===== src/rtl/qpsk_map_if.sv =====
// AXI-stream bundle shared by the QPSK mapper input (packed bytes) and output (IQ symbols).
// DW sets the payload width, UW the sideband tag width.
interface qpsk_map_if #(
  parameter int DW = 8,
  parameter int UW = 2
);
  logic [DW-1:0] tdata;
  logic [UW-1:0] tuser;
  logic          tlast;
  logic          tvalid;
  logic          tready;

  modport master (
    output tdata,
    output tuser,
    output tlast,
    output tvalid,
    input  tready
  );

  modport slave (
    input  tdata,
    input  tuser,
    input  tlast,
    input  tvalid,
    output tready
  );
endinterface


===== src/rtl/qpsk_map.sv =====
// QPSK mapper: one packed byte in, four {Q, I} symbols out, fully back-pressurable at 1 symbol/clk.
// Optional symbol counter output m_symcnt_o is enabled by defining QPSK_MAP_SYMCNT_EN.
module qpsk_map #(
  parameter int IQ_DW = 16,
  parameter int AMP   = 11585
) (
  input  logic       clk_i,
  input  logic       reset_i,
  qpsk_map_if.slave  s_axis_in,
  qpsk_map_if.master m_axis_out
`ifdef QPSK_MAP_SYMCNT_EN
  ,
  output logic [15:0] m_symcnt_o
`endif
);

  localparam logic signed [IQ_DW-1:0] POS_AMP = IQ_DW'(AMP);
  localparam logic signed [IQ_DW-1:0] NEG_AMP = -POS_AMP;

  // Stage 1: byte buffer
  logic [7:0]         buf_data_q,  buf_data_d;
  logic [1:0]         buf_user_q,  buf_user_d;
  logic               buf_last_q,  buf_last_d;
  logic               buf_valid_q, buf_valid_d;
  logic [1:0]         idx_q,       idx_d;

  // Stage 2: output register
  logic [2*IQ_DW-1:0] out_data_q,  out_data_d;
  logic [1:0]         out_user_q,  out_user_d;
  logic               out_last_q,  out_last_d;
  logic               out_valid_q, out_valid_d;

  logic               load;
  logic               in_ready;
  logic               accept;
  logic               bit_i;
  logic               bit_q;
  logic [IQ_DW-1:0]   sym_i;
  logic [IQ_DW-1:0]   sym_q;

  always_comb begin
    load     = buf_valid_q && (!out_valid_q || m_axis_out.tready);
    // The buffer may refill in the very cycle its last symbol moves out, keeping output gap-free.
    in_ready = !reset_i && (!buf_valid_q || (idx_q == 2'd3 && load));
    accept   = s_axis_in.tvalid && in_ready;

    bit_i = buf_data_q[{idx_q, 1'b0}];
    bit_q = buf_data_q[{idx_q, 1'b1}];
    sym_i = bit_i ? NEG_AMP : POS_AMP;
    sym_q = bit_q ? NEG_AMP : POS_AMP;
  end

  // NOTE: every _d starts from its _q so no path through this block can leave a latch.
  always_comb begin
    buf_data_d  = buf_data_q;
    buf_user_d  = buf_user_q;
    buf_last_d  = buf_last_q;
    buf_valid_d = buf_valid_q;
    idx_d       = idx_q;
    out_data_d  = out_data_q;
    out_user_d  = out_user_q;
    out_last_d  = out_last_q;
    out_valid_d = out_valid_q;

    if (load) begin
      out_data_d  = {sym_q, sym_i};
      out_user_d  = buf_user_q;
      out_last_d  = buf_last_q && (idx_q == 2'd3);
      out_valid_d = 1'b1;
      idx_d       = idx_q + 2'd1;
      if (idx_q == 2'd3) begin
        buf_valid_d = 1'b0;
      end
    end else if (m_axis_out.tready) begin
      // Payload is left as-is; only valid drops once the consumer has taken the symbol.
      out_valid_d = 1'b0;
    end

    // A byte accepted alongside the final load of the previous one overrides the clear above.
    if (accept) begin
      buf_data_d  = s_axis_in.tdata;
      buf_user_d  = s_axis_in.tuser;
      buf_last_d  = s_axis_in.tlast;
      buf_valid_d = 1'b1;
      idx_d       = 2'd0;
    end
  end

  // NOTE: state updates use non-blocking assignments so all flops sample the same pre-edge values.
  always_ff @(posedge clk_i or posedge reset_i) begin
    if (reset_i) begin
      buf_data_q  <= '0;
      buf_user_q  <= '0;
      buf_last_q  <= 1'b0;
      buf_valid_q <= 1'b0;
      idx_q       <= '0;
      out_data_q  <= '0;
      out_user_q  <= '0;
      out_last_q  <= 1'b0;
      out_valid_q <= 1'b0;
    end else begin
      buf_data_q  <= buf_data_d;
      buf_user_q  <= buf_user_d;
      buf_last_q  <= buf_last_d;
      buf_valid_q <= buf_valid_d;
      idx_q       <= idx_d;
      out_data_q  <= out_data_d;
      out_user_q  <= out_user_d;
      out_last_q  <= out_last_d;
      out_valid_q <= out_valid_d;
    end
  end

  assign s_axis_in.tready  = in_ready;
  assign m_axis_out.tdata  = out_data_q;
  assign m_axis_out.tuser  = out_user_q;
  assign m_axis_out.tlast  = out_last_q;
  assign m_axis_out.tvalid = out_valid_q;

`ifdef QPSK_MAP_SYMCNT_EN
  logic [15:0] symcnt_q, symcnt_d;

  // Restarts after the tlast handshake so the count is 0 at every codeword start.
  always_comb begin
    symcnt_d = symcnt_q;
    if (out_valid_q && m_axis_out.tready) begin
      symcnt_d = out_last_q ? 16'd0 : symcnt_q + 16'd1;
    end
  end

  always_ff @(posedge clk_i or posedge reset_i) begin
    if (reset_i) begin
      symcnt_q <= '0;
    end else begin
      symcnt_q <= symcnt_d;
    end
  end

  assign m_symcnt_o = symcnt_q;
`endif

endmodule


===== src/flat_wrapper.sv =====
// flat-port wrapper written by rule: the top's interface ports become plain ports
module qpsk_map_flat 
#(
  parameter int IQ_DW = 16,
  parameter int AMP   = 11585
)
  (clk_i, reset_i, s_axis_in_tdata, s_axis_in_tuser, s_axis_in_tlast, s_axis_in_tvalid, s_axis_in_tready, m_axis_out_tdata, m_axis_out_tuser, m_axis_out_tlast, m_axis_out_tvalid, m_axis_out_tready);
  qpsk_map_if #(.DW(8), .UW(2)) s_axis_in_i ();
  qpsk_map_if #(.DW(32), .UW(2)) m_axis_out_i ();
  input  logic clk_i;
  input  logic reset_i;
  input wire logic [$bits(s_axis_in_i.tdata)-1:0] s_axis_in_tdata;
  input wire logic [$bits(s_axis_in_i.tuser)-1:0] s_axis_in_tuser;
  input wire logic [$bits(s_axis_in_i.tlast)-1:0] s_axis_in_tlast;
  input wire logic [$bits(s_axis_in_i.tvalid)-1:0] s_axis_in_tvalid;
  output wire logic [$bits(s_axis_in_i.tready)-1:0] s_axis_in_tready;
  output wire logic [$bits(m_axis_out_i.tdata)-1:0] m_axis_out_tdata;
  output wire logic [$bits(m_axis_out_i.tuser)-1:0] m_axis_out_tuser;
  output wire logic [$bits(m_axis_out_i.tlast)-1:0] m_axis_out_tlast;
  output wire logic [$bits(m_axis_out_i.tvalid)-1:0] m_axis_out_tvalid;
  input wire logic [$bits(m_axis_out_i.tready)-1:0] m_axis_out_tready;
  assign s_axis_in_i.tdata = s_axis_in_tdata;
  assign s_axis_in_i.tuser = s_axis_in_tuser;
  assign s_axis_in_i.tlast = s_axis_in_tlast;
  assign s_axis_in_i.tvalid = s_axis_in_tvalid;
  assign s_axis_in_tready = s_axis_in_i.tready;
  assign m_axis_out_tdata = m_axis_out_i.tdata;
  assign m_axis_out_tuser = m_axis_out_i.tuser;
  assign m_axis_out_tlast = m_axis_out_i.tlast;
  assign m_axis_out_tvalid = m_axis_out_i.tvalid;
  assign m_axis_out_i.tready = m_axis_out_tready;
  qpsk_map #(.IQ_DW(IQ_DW), .AMP(AMP)) u_core (.clk_i(clk_i), .reset_i(reset_i), .s_axis_in(s_axis_in_i), .m_axis_out(m_axis_out_i));
endmodule

===== config.mk =====
export PLATFORM = sky130hd
export DESIGN_NAME = qpsk_map_flat
export DESIGN_NICKNAME = d
export VERILOG_FILES = /design/src/rtl/qpsk_map_if.sv /design/src/rtl/qpsk_map.sv /design/src/flat_wrapper.sv
export SDC_FILE = /design/constraint.sdc
export NUM_CORES = 1
export LEC_CHECK = 0
export BUFFER_PORTS_ARGS = -buffer_cell sky130_fd_sc_hd__buf_4
export CAP_MARGIN = 40
export CELL_PAD_IN_SITES_DETAIL_PLACEMENT = 0
export CELL_PAD_IN_SITES_GLOBAL_PLACEMENT = 2
export CORE_MARGIN = 4
export CORE_UTILIZATION = 29
export DETAILED_ROUTE_END_ITERATION = 7
export PLACE_DENSITY = 0.83
export SLEW_MARGIN = 20
export SYNTH_ARGS = -nofsm -noshare
export SYNTH_HDL_FRONTEND = slang
export SYNTH_SLANG_ARGS = --single-unit
export TNS_END_PERCENT = 10

===== constraint.sdc =====
create_clock -name clk_i -period 3.3 [get_ports clk_i]
set_input_delay 0.33 -clock clk_i [delete_from_list [all_inputs] [get_ports clk_i]]
set_output_delay 0.33 -clock clk_i [all_outputs]
set_load 0.03 [all_outputs]

* Word level (Yosys, flattened, before mapping)
Index checks and enable logic that the tools add are counted.
Storage, ports and cells: register bits after elaboration 50, input bits 15, output and inout port bits 37, logic and storage cells 40
Operators by class: $add $sub $neg 1, order comparisons 2, equal/unequal tests 1, mux-type cells 13, reduce and logical (&&, ||, !) cells 14
Operator list (count):
- $mux W16 | 2
- $lt A3 B4 Y1 const B | 2
- $mux W1 | 7
- $reduce_bool A2 Y1 | 3
- $logic_and A1 B1 Y1 | 5
- $bmux W1 S2 | 2
- $mux W2 | 2
- $logic_not A1 Y1 | 3
- $add A2 B1 Y2 const B | 1
- $eq A2 B2 Y1 const B | 1
- $logic_or A1 B1 Y1 | 2
- $reduce_and A2 Y1 | 1

* Logic depth before layout (Yosys ltp)
Gate-level depths: netlist of run 1.
depth in word-level cells 9, mapped depth 5

* Worst setup path after synthesis of run 1
OpenSTA, ideal clock, no wires.
kind input-to-output, from in reset_i, to out s_axis_in_tready, arrival time 1.324 ns, data required time 2.970 ns, path slack 1.646 ns, cell stages on the path 3, path buffers 0, cell sequence inv_1 > a31oi_4 > inv_1
On the way: word-level cells in the longest chain between the ends 2
Ends and longest elaborated chain:
- from (decl) | line flat_wrapper.sv:11 | input logic reset_i;
- $logic_not A1 Y1 | line qpsk_map.sv:44 | in_ready = !reset_i && (!buf_valid_q || (idx_q == 2'd3 && load));
- $logic_and A1 B1 Y1 | line qpsk_map.sv:44
- to (decl) | line flat_wrapper.sv:16 | output wire logic [$bits(s_axis_in_i.tready)-1:0] s_axis_in_tready;
Every way passes these cells.

* Final worst setup path of run 1
from reg u_core.idx_q[0], to out s_axis_in_tready
On the way: word-level cells in the longest chain between the ends 4
Ends and longest elaborated chain:
- from (decl) | line qpsk_map.sv:25 | logic [1:0] idx_q, idx_d;
- from (signal assigned) | line qpsk_map.sv:106 | idx_q <= idx_d;
- $eq A2 B2 Y1 | line qpsk_map.sv:44
- $logic_and A1 B1 Y1 | line qpsk_map.sv:44
- $logic_or A1 B1 Y1 | line qpsk_map.sv:44
- $logic_and A1 B1 Y1 | line qpsk_map.sv:44
Every way passes these cells.

==> results_dict.tcl, run 1 <==
set metrics [dict create \
    rsz0062_at_grt "no" \
    port_buffers 51 \
    die_h_um 73.42 \
    start_util_pct 30.59 \
    rows 23 \
    grt_use_total_pct 9.626 \
    hold_viol 0 \
    synthArstFlopShare_pct 100.0 \
    die_w_um 73.42 \
    crit_fanout 12 \
    clock_tree.buffer_depth 2 \
    layout_min_cycle_time_ns 2.050 \
    fmax_ghz 0.4877 \
    synth_mux_area_share_pct 7.258 \
    grt_pass1_vias 836 \
    dpl.hpwl_um 1948 \
    synth-xor-area-share_pct 0 \
    synth_top_family_by_area "buffers and inverters" \
    clk_pin_slew_ns 0.08 \
    power.total_mw 1.637 \
    antenna_left 0 \
    place_area_sq_um 1448 \
    ioPinCount 52 \
    core_area_sq_um 4058 \
    synth_enable_flop_cells 0 \
    yosysTopAreaCell "dfrtp_1" \
    cts_root_buf "clkbuf_8" \
    postCtsSetupRepairBufs 0 \
    synthCells 123 \
    min_path_type "in -> async" \
    setup.worst_path.start_class "flip-flop" \
    remaining_drc_errors 0 \
    yosys.area_share.adder_pct 1.008 \
    cts.sinks 23 \
    syn_area_per_cell_sq_um 10.09 \
    die_area_sq_um 5391 \
    syn-num-nets 139 \
    tns_ns 0 \
    synth-simple-area-share_pct 11.69 \
    synthTopCellsByArea "dfrtp_1, buf_4, nand2_1, o22ai_1, mux2_2" \
    drive_gt1_share_pct 42.47 \
    setup_viol 0 \
    routedWlPerCell_um 13.20 \
    numCtsBuffers 3 \
    maxSlewHeadroom_pct 71.92 \
    fillers 392 \
    antenna_found_initial 0 \
    ys_types 24 \
    grt_max_degree 27 \
    synth_area_sq_um 1241 \
    ff_latch_area_sq_um 575.6 \
    synthTopCellsByCount "buf_4, nand2_1, dfrtp_1, o22ai_1" \
    firstDrtPassIters 4 \
    drt-initial-drc-count 40 \
    antennaDiodeCount 0 \
    cts_resized 0 \
    synth-seq-area-share_pct 46.37 \
    areaGrowthSynthToFinish_pct 20.26 \
    cellPowerDensity_nw_per_um2 1097 \
    viasPerCell 4.745 \
    yosys_warnings 0 \
    multi_input_area_sq_um 407.9 \
    clk_latency_ns 0.26 \
    end_kind "output pin" \
    num_vias 930 \
    period_share_pct 62.13 \
    crit_type "reg -> out" \
    skew_ns 0.004341 \
    ys.flop_type "dfrtp_1" \
    overflow 0 \
    worstPathArrival_ns 1.72 \
    synth_compound_area_share_pct 12.90 \
    leakage_nw 0.7317 \
    nets 163 \
    htree_levels 1 \
    peakVddDrop_v 0.0002441 \
    tritoncts "built" \
    final_cell_area_sq_um 1493 \
    drv_cap 0 \
    yosysMostFrequentCell "buf_4" \
    slew_viol_final 0 \
    yosysTopAreaCellShare_pct 46.37 \
    outcome "finished, final reports clean" \
    ys_ff_latch 23 \
    grt_pass1_wl_um 3967 \
    finalWirelength_um 2588 \
    crit_required_ns 2.97 \
    holdBufCountCts 0 \
    worst_pin_slew_ns 0.4212 \
    gp_congestion 0.7790 \
]
kinds of logic after synthesis:
| family | Yosys count |
|---|---|
| DFF | 23 |
| AOI/OAI and AO/OA | 24 |
| muxes | 6 |
| buffers and inverters | 36 |
| and+or+nand+nor | 33 |
| adders and majority gates | 1 |
layout make-up:
cell class / instances / share of cell area (%)
clock buffer: 4 / 3.018
inverter: 3 / 0.7544
multi-input combinational: 64 / 27.33
sequential: 23 / 38.56
tap: 50 / 4.191
timing repair buffer: 52 / 26.15
placed cells by master (no fill, tap or decap):
cell,count
nor2b_1,1
buf_4,52
and4_1,1
nor2_1,1
inv_1,3
nand2b_1,2
clkbuf_8,3
a21o_1,1
or3b_1,1
a31oi_4,1
nand2_1,25
dfrtp_1,23
mux2_2,4
clkbuf_1,1
or3_1,1
a21oi_1,3
mux4_2,2
a22oi_1,2
a31oi_1,2
o22ai_1,11
nand3_1,1
ha_1,1
o21ai_0,4
metal layers:
metal / GRT usage, % / part of all wire (%) / vias up
met5: 0 / 0 / -
met4: 4.225 / 1.6 / 0
met3: 2.052 / 12 / 4
met2: 16.98 / 47 / 52
met1: 11.14 / 40 / 439
li1: - / - / 435
stage by stage:
step	hold slack, ns	std cells	utilization [%]	setup WS, ns
global placement	0.4130	192	35.68	1.477
floorplan	0.3763	123	-	1.646
detailed placement	0.4218	192	35.68	1.435
finish	0.1289	196	36.79	1.250
CTS	0.1290	196	36.79	1.250
global route	0.1585	196	36.79	1.133
final timing paths:
kind | startpoint | end | slack [ns] | depth (start not counted)
max | u_core.idx_q[0] | s_axis_in_tready | 1.25 | 4
min | reset_i | u_core.m_axis_out.tvalid | 0.13 | 3
max reg2reg | u_core.idx_q[0] | u_core.idx_q[1] | 1.73 | 4
min reg2reg | u_core.m_axis_out.tdata[16] | u_core.m_axis_out.tdata[16] | 0.50 | 1
max in group asynchronous | reset_i | u_core.buf_user_q[0] | 2.92 | 3
min in group clk_i | s_axis_in_tdata[0] | u_core.buf_data_q[0] | 0.32 | 3
worst max-delay path: stages (launching register included):
cell	delay, ns
dfrtp_1	0.44
ha_1	0.29
a31oi_4	0.38
inv_1	0.15
buf_4	0.20
where the power goes:
| part | total [mW] | switching (mW) | internal [mW] | leakage, nW |
|---|---|---|---|---|
| logic | 0.955 | 0.583 | 0.372 | 0.433 |
| clock network | 0.172 | 0.0856 | 0.0861 | 0.0228 |
| registers | 0.510 | 0.111 | 0.399 | 0.276 |
| total | 1.64 | 0.780 | 0.858 | 0.732 |
state kept, by name (all words and copies together), names as in the netlist:
signal                    cells
u_core.idx_q                  2
u_core.m_axis_out.tdata       5
u_core.buf_data_q             8
u_core.buf_last_q             1
u_core.buf_valid_q            1
u_core.m_axis_out.tvalid      1
u_core.buf_user_q             2
u_core.m_axis_out.tlast       1
u_core.m_axis_out.tuser       2
Power figures use the tool's default switching activity.
==> inputs of run 2 (changes only) <==
--- a/config.mk
+++ b/config.mk
@@ -10,9 +10,9 @@
 export CELL_PAD_IN_SITES_DETAIL_PLACEMENT = 0
 export CELL_PAD_IN_SITES_GLOBAL_PLACEMENT = 2
 export CORE_MARGIN = 4
-export CORE_UTILIZATION = 29
+export CORE_UTILIZATION = 25
 export DETAILED_ROUTE_END_ITERATION = 7
-export PLACE_DENSITY = 0.83
+export PLACE_DENSITY = 0.76
 export SLEW_MARGIN = 20
 export SYNTH_ARGS = -nofsm -noshare
 export SYNTH_HDL_FRONTEND = slang
==> constraint.sdc (replaced) <==
create_clock -name clk_i -period 1.7 [get_ports clk_i]
set_input_delay 0.17 -clock clk_i [delete_from_list [all_inputs] [get_ports clk_i]]
set_output_delay 0.17 -clock clk_i [all_outputs]
set_load 0.03 [all_outputs]
==> run 2 against run 1 <==
  * Via count shrank 0.32%
  * Utilization is 4.5 points lower
  * Clock skew about the same
  * Worst setup slack got worse by 1.1 ns
  * Critical path depth is the same
  * Sequential share of layout area is 1.0 points lower
==> results_dict.tcl, run 2 (synthesis results as in run 1) <==
set metrics [dict create \
    outcome "finished, final reports clean" \
    holdBufCountCts 0 \
    hold_viol 0 \
    areaGrowthSynthToFinish_pct 23.79 \
    rsz0062_at_grt "no" \
    period_share_pct 92.16 \
    top_register "u_core.buf_data_q" \
    drt-initial-drc-count 34 \
    num_vias 927 \
    setup.worst_path.start_class "flip-flop" \
    rows 25 \
    grt_use_total_pct 9.322 \
    worstPathArrival_ns 1.40 \
    peakVddDrop_v 0.0005684 \
    maxSlewHeadroom_pct 72.99 \
    grt_pass1_vias 961 \
    htree_levels 1 \
    ioPinCount 52 \
    clk_pin_slew_ns 0.09 \
    mostFrequentLayoutCells "buf_4, nand2_1, dfrtp_1" \
    clk_latency_ns 0.26 \
    grt_max_degree 17 \
    viasPerCell 4.312 \
    crit_required_ns 1.53 \
    place_ws_ns 0.2007 \
    numCtsBuffers 3 \
    antennaDiodeCount 0 \
    setup_viol 0 \
    antenna_found_initial 0 \
    port_buffers 51 \
    fin_ws_ns 0.1333 \
    cellPowerDensity_nw_per_um2 2096 \
    gp_congestion 0.7435 \
    grt_pass1_wl_um 4609 \
    cts_root_buf "clkbuf_8" \
    worst_pin_slew_ns 0.4051 \
    final_cells 215 \
    nets 165 \
    end_kind "output pin" \
    overflow 0 \
    final_cell_area_sq_um 1536 \
    layout_min_cycle_time_ns 1.567 \
    die_area_sq_um 6156 \
    firstDrtPassIters 6 \
    skew_ns 0.003965 \
    start_util_pct 26.11 \
    core_area_sq_um 4755 \
    crit_type "reg -> out" \
    cts.sinks 23 \
    slew_viol_final 0 \
    tritoncts "built" \
    min_path_type "in -> async" \
    largest_reg_flops 8 \
    clock_tree.buffer_depth 2 \
    finalWirelength_um 2746 \
    routedWlPerCell_um 12.77 \
    final_common_cell "buf_4" \
    remaining_drc_errors 0 \
    dp.cells 211 \
    drive_gt1_share_pct 45.95 \
    place_area_sq_um 1484 \
    antenna_left 0 \
    finish.utilization_pct 32.32 \
    crit_fanout 5 \
    drv_cap 0 \
    die_w_um 78.46 \
    dpl.hpwl_um 2143 \
    leakage_nw 0.7404 \
    tns_ns 0 \
    die_h_um 78.46 \
    fmax_ghz 0.6383 \
]
-- run 2: cell count changes in the layout (fill, tap and decap cells not counted), sizes merged --
cell,change
clkinv,+1
clkbuf,-1
buf,+2
-- run 2: report_power, final --
part	switching (mW)	internal (mW)
registers	0.224	0.777
clock network	0.182	0.164
logic	1.14	0.739
total	1.54	1.68
-- run 2: metrics by stage --
step                      hold WS [ns]  power [mW]
after floorplan                 0.2163       2.571
after global placement          0.3314       2.879
after detailed placement        0.3485       2.906
after CTS                      0.05114       3.256
after global routing           0.07494       3.442
final                          0.04531       3.221
-- run 2: layer usage --
metal  part of all wire [%]  global-route usage [%]  wire length (um)
met2                     45                   14.73              1230
met5                      0                       0                 0
met3                    7.9                   2.867               218
met1                     46                   12.07              1265
met4                    1.1                   3.147                31
-- run 2: critical path, cell delays in order (launching register included) --
cell     delay, ns
dfrtp_2       0.45
ha_2          0.23
a31oi_4       0.17
inv_1         0.10
buf_4         0.18
-- run 2: cell type report --
class | count | area (sq um)
Inverter | 3 | 11.26
Tap cell | 67 | 83.83
Multi-Input combinational cell | 64 | 412.9
Fill cell | 504 | 3218
Clock inverter | 1 | 5.005
Sequential cell | 23 | 576.8
Clock buffer | 3 | 41.29
Timing Repair Buffer | 54 | 405.4
-- run 2: repair_timing --
item | in CTS | in global routing
resized for setup | 0 | 3
buffers inserted | 0 | 0
endpoints found under the setup margin | 0 | 1
-- run 2: path summary, 6_finish.rpt --
path                                             from                     endpoint  slack (ns)  cells after the start
max                                   u_core.idx_q[0]             s_axis_in_tready        0.13                      4
min                                           reset_i  u_core.m_axis_out.tdata[15]        0.05                      3
max reg2reg                           u_core.idx_q[1]         u_core.buf_data_q[7]        0.28                      3
min reg2reg                u_core.m_axis_out.tuser[0]   u_core.m_axis_out.tuser[0]        0.52                      1
max in group asynchronous                     reset_i              u_core.idx_q[0]        1.46                      3
min in group clk_i                 s_axis_in_tuser[1]         u_core.buf_user_q[1]        0.16                      3
==> inputs of run 3 (changes only) <==
--- a/config.mk
+++ b/config.mk
@@ -10,9 +10,10 @@
 export CELL_PAD_IN_SITES_DETAIL_PLACEMENT = 0
 export CELL_PAD_IN_SITES_GLOBAL_PLACEMENT = 2
 export CORE_MARGIN = 4
-export CORE_UTILIZATION = 25
+export CORE_UTILIZATION = 26
+export CTS_BUF_LIST = sky130_fd_sc_hd__clkbuf_8
 export DETAILED_ROUTE_END_ITERATION = 7
-export PLACE_DENSITY = 0.76
+export PLACE_DENSITY_LB_ADDON = 0.1
 export SLEW_MARGIN = 20
 export SYNTH_ARGS = -nofsm -noshare
 export SYNTH_HDL_FRONTEND = slang
==> run 3 against run 2 <==
  * First-iteration DRC count is 8.8% higher
  * Maximum frequency fell by 2.9%
  * Flip-flop and latch count did not move
  * Utilization up 2.0 points
  * Global-route usage up 0.62 points
  * Critical endpoint unchanged
  * Via count unchanged
  * Sequential share of layout area barely moved
  * Worst setup slack lost 0.046 ns
  * Critical path depth is the same
==> results_dict.tcl, run 3 (synthesis results as in run 1) <==
set metrics [dict create \
    switching_share_pct 47.71 \
    rr_worst_depth 3 \
    dpl.hpwl_um 2113 \
    port_buffers 51 \
    postCtsSetupRepairBufs 0 \
    antenna_left 0 \
    nets 167 \
    clk_pin_slew_ns 0.08 \
    gp_congestion 0.7840 \
    tns_ns 0 \
    peakVddDrop_v 0.0005066 \
    grt_use_total_pct 9.941 \
    min_path_type "in -> reg" \
    finalWirelength_um 2874 \
    end_kind "output pin" \
    multi_input_area_sq_um 410.4 \
    setup.worst_path.start_class "flip-flop" \
    maxSlewHeadroom_pct 71.91 \
    period_share_pct 94.88 \
    rows 24 \
    switching_power_mw 1.544 \
    ioPinCount 52 \
    skew_ns 0.003658 \
    antenna_found_initial 0 \
    drt-initial-drc-count 37 \
    dp.cells 197 \
    numCtsBuffers 3 \
    routedWlPerCell_um 14.23 \
    die_h_um 77.09 \
    ff_latch_area_sq_um 575.6 \
    worstPathArrival_ns 1.44 \
    cts.sinks 23 \
    overflow 0 \
    num_vias 927 \
    core_area_sq_um 4474 \
    leakage_nw 0.7463 \
    grt_pass1_wl_um 4726 \
    largest_reg_flops 8 \
    layout_min_cycle_time_ns 1.613 \
    fmax_ghz 0.6200 \
    grt_pass1_vias 934 \
    power.total_mw 3.237 \
    min_path_cells 3 \
    fillers 448 \
    slew_viol_final 0 \
    rsz0062_at_grt "no" \
    worst_pin_slew_ns 0.4213 \
    mostFrequentLayoutCells "buf_4, nand2_1, dfrtp_1" \
    clk_latency_ns 0.27 \
    remaining_drc_errors 0 \
    final_common_cell "buf_4" \
    firstDrtPassIters 4 \
    clock_tree.buffer_depth 2 \
    areaGrowthSynthToFinish_pct 23.59 \
    clkPwrFrac_pct 10.5 \
    setup_viol 0 \
    final_cells 202 \
    p_comb_share_pct 59.3 \
    crit_type "reg -> out" \
    p_int_mw 1.693 \
    grt_max_degree 23 \
    htree_levels 1 \
    die_w_um 77.09 \
    cts_root_buf "clkbuf_8" \
    viasPerCell 4.589 \
    worstHoldStart "s_axis_in_tuser[1]" \
    drv_cap 0 \
    tritoncts "built" \
    top_register "u_core.buf_data_q" \
    hold_viol 0 \
    ff2ff_setup_slack_ns 0.20 \
    crit_required_ns 1.53 \
    r2r_end "u_core.buf_data_q[7]" \
    start_util_pct 27.74 \
    cellPowerDensity_nw_per_um2 2110 \
    crit_slowest_cell "dfrtp_1" \
    p_seq_share_pct 30.2 \
    cp_cell_sequence "ha_2, a31oi_4, inv_1, buf_4" \
    rr_startpoint "u_core.idx_q[0]" \
    max_stage_delay_ns 0.46 \
    outcome "finished, final reports clean" \
    drive_gt1_share_pct 44.67 \
    die_area_sq_um 5943 \
    antennaDiodeCount 0 \
    crit_fanout 5 \
    worst_hold_path.endpoint "u_core.buf_user_q[1]" \
]
==> run 3: changes by cell type in the layout (fill, tap and decap cells not counted), sizes merged <==
cell	before	now
clkinvlp	0	1
dlygate4sd3	0	1
buf	54	55
clkinv	1	0
==> run 3: stage by stage <==
step | hold slack [ns] | utilization [%] | cell area (sq um) | setup WS [ns]
floorplan | 0.2163 | - | 1241 | 0.2619
global placement | 0.1021 | 32.91 | 1473 | 0.2056
detailed placement | 0.1011 | 32.91 | 1473 | 0.1551
CTS | 0.1521 | 34.14 | 1528 | 0.02647
global route | 0.1627 | 34.28 | 1534 | 0.01940
finish | 0.1560 | 34.28 | 1534 | 0.08710
==> run 3: power groups by stage <==
stage	combinational, mW	clock (mW)	sequential (mW)
floorplan	1.48	0	1.09
global placement	1.94	0	0.985
detailed placement	1.94	0	0.995
CTS	1.94	0.357	0.984
global route	2.04	0.378	1.02
finish	1.92	0.341	0.976
==> run 3: timing repair <==
action	in CTS	in global routing
hold endpoints to repair	2	0
hold buffers	1	0
setup endpoints to repair	0	1
gates resized for setup	0	2
==> run 3: layer usage <==
metal / vias up / routed length (um) / global-route usage [%]
met4: 0 / 49 / 5.160
met1: 435 / 1281 / 12.32
met2: 38 / 1321 / 15.59
met3: 5 / 221 / 2.927
met5: - / 0 / 0
li1: 449 / - / -
==> run 3: worst max-delay path by stage <==
stage	startpoint	end	slack, ns	depth (start not counted)
5_1_grt	u_core.idx_q[0]	s_axis_in_tready	0.02	4
2_1_floorplan	reset_i	u_core.idx_q[0]	0.26	4
3_5_place_dp	u_core.idx_q[0]	u_core.buf_data_q[7]	0.16	3
4_1_cts	u_core.idx_q[0]	s_axis_in_tready	0.03	4
6_report	u_core.idx_q[0]	s_axis_in_tready	0.09	4
3_3_place_gp	u_core.idx_q[0]	u_core.buf_data_q[7]	0.21	3
==> run 3: cell type report <==
type,count,share of cell area [%]
Clock buffer,3,2.692
Clock inverter,1,0.2447
Inverter,3,0.9788
Multi-Input combinational cell,64,26.75
Sequential cell,23,37.52
Tap cell,52,4.241
Timing Repair Buffer,56,27.57
==> run 3: critical path, delay by kind of cell, from the launching register on <==
family | cells | cell delay (ns)
buffers and inverters | 2 | 0.28
AO/OA/AOI/OAI | 1 | 0.18
adder cells (fa/ha/maj) | 1 | 0.26
flip-flops | 1 | 0.46
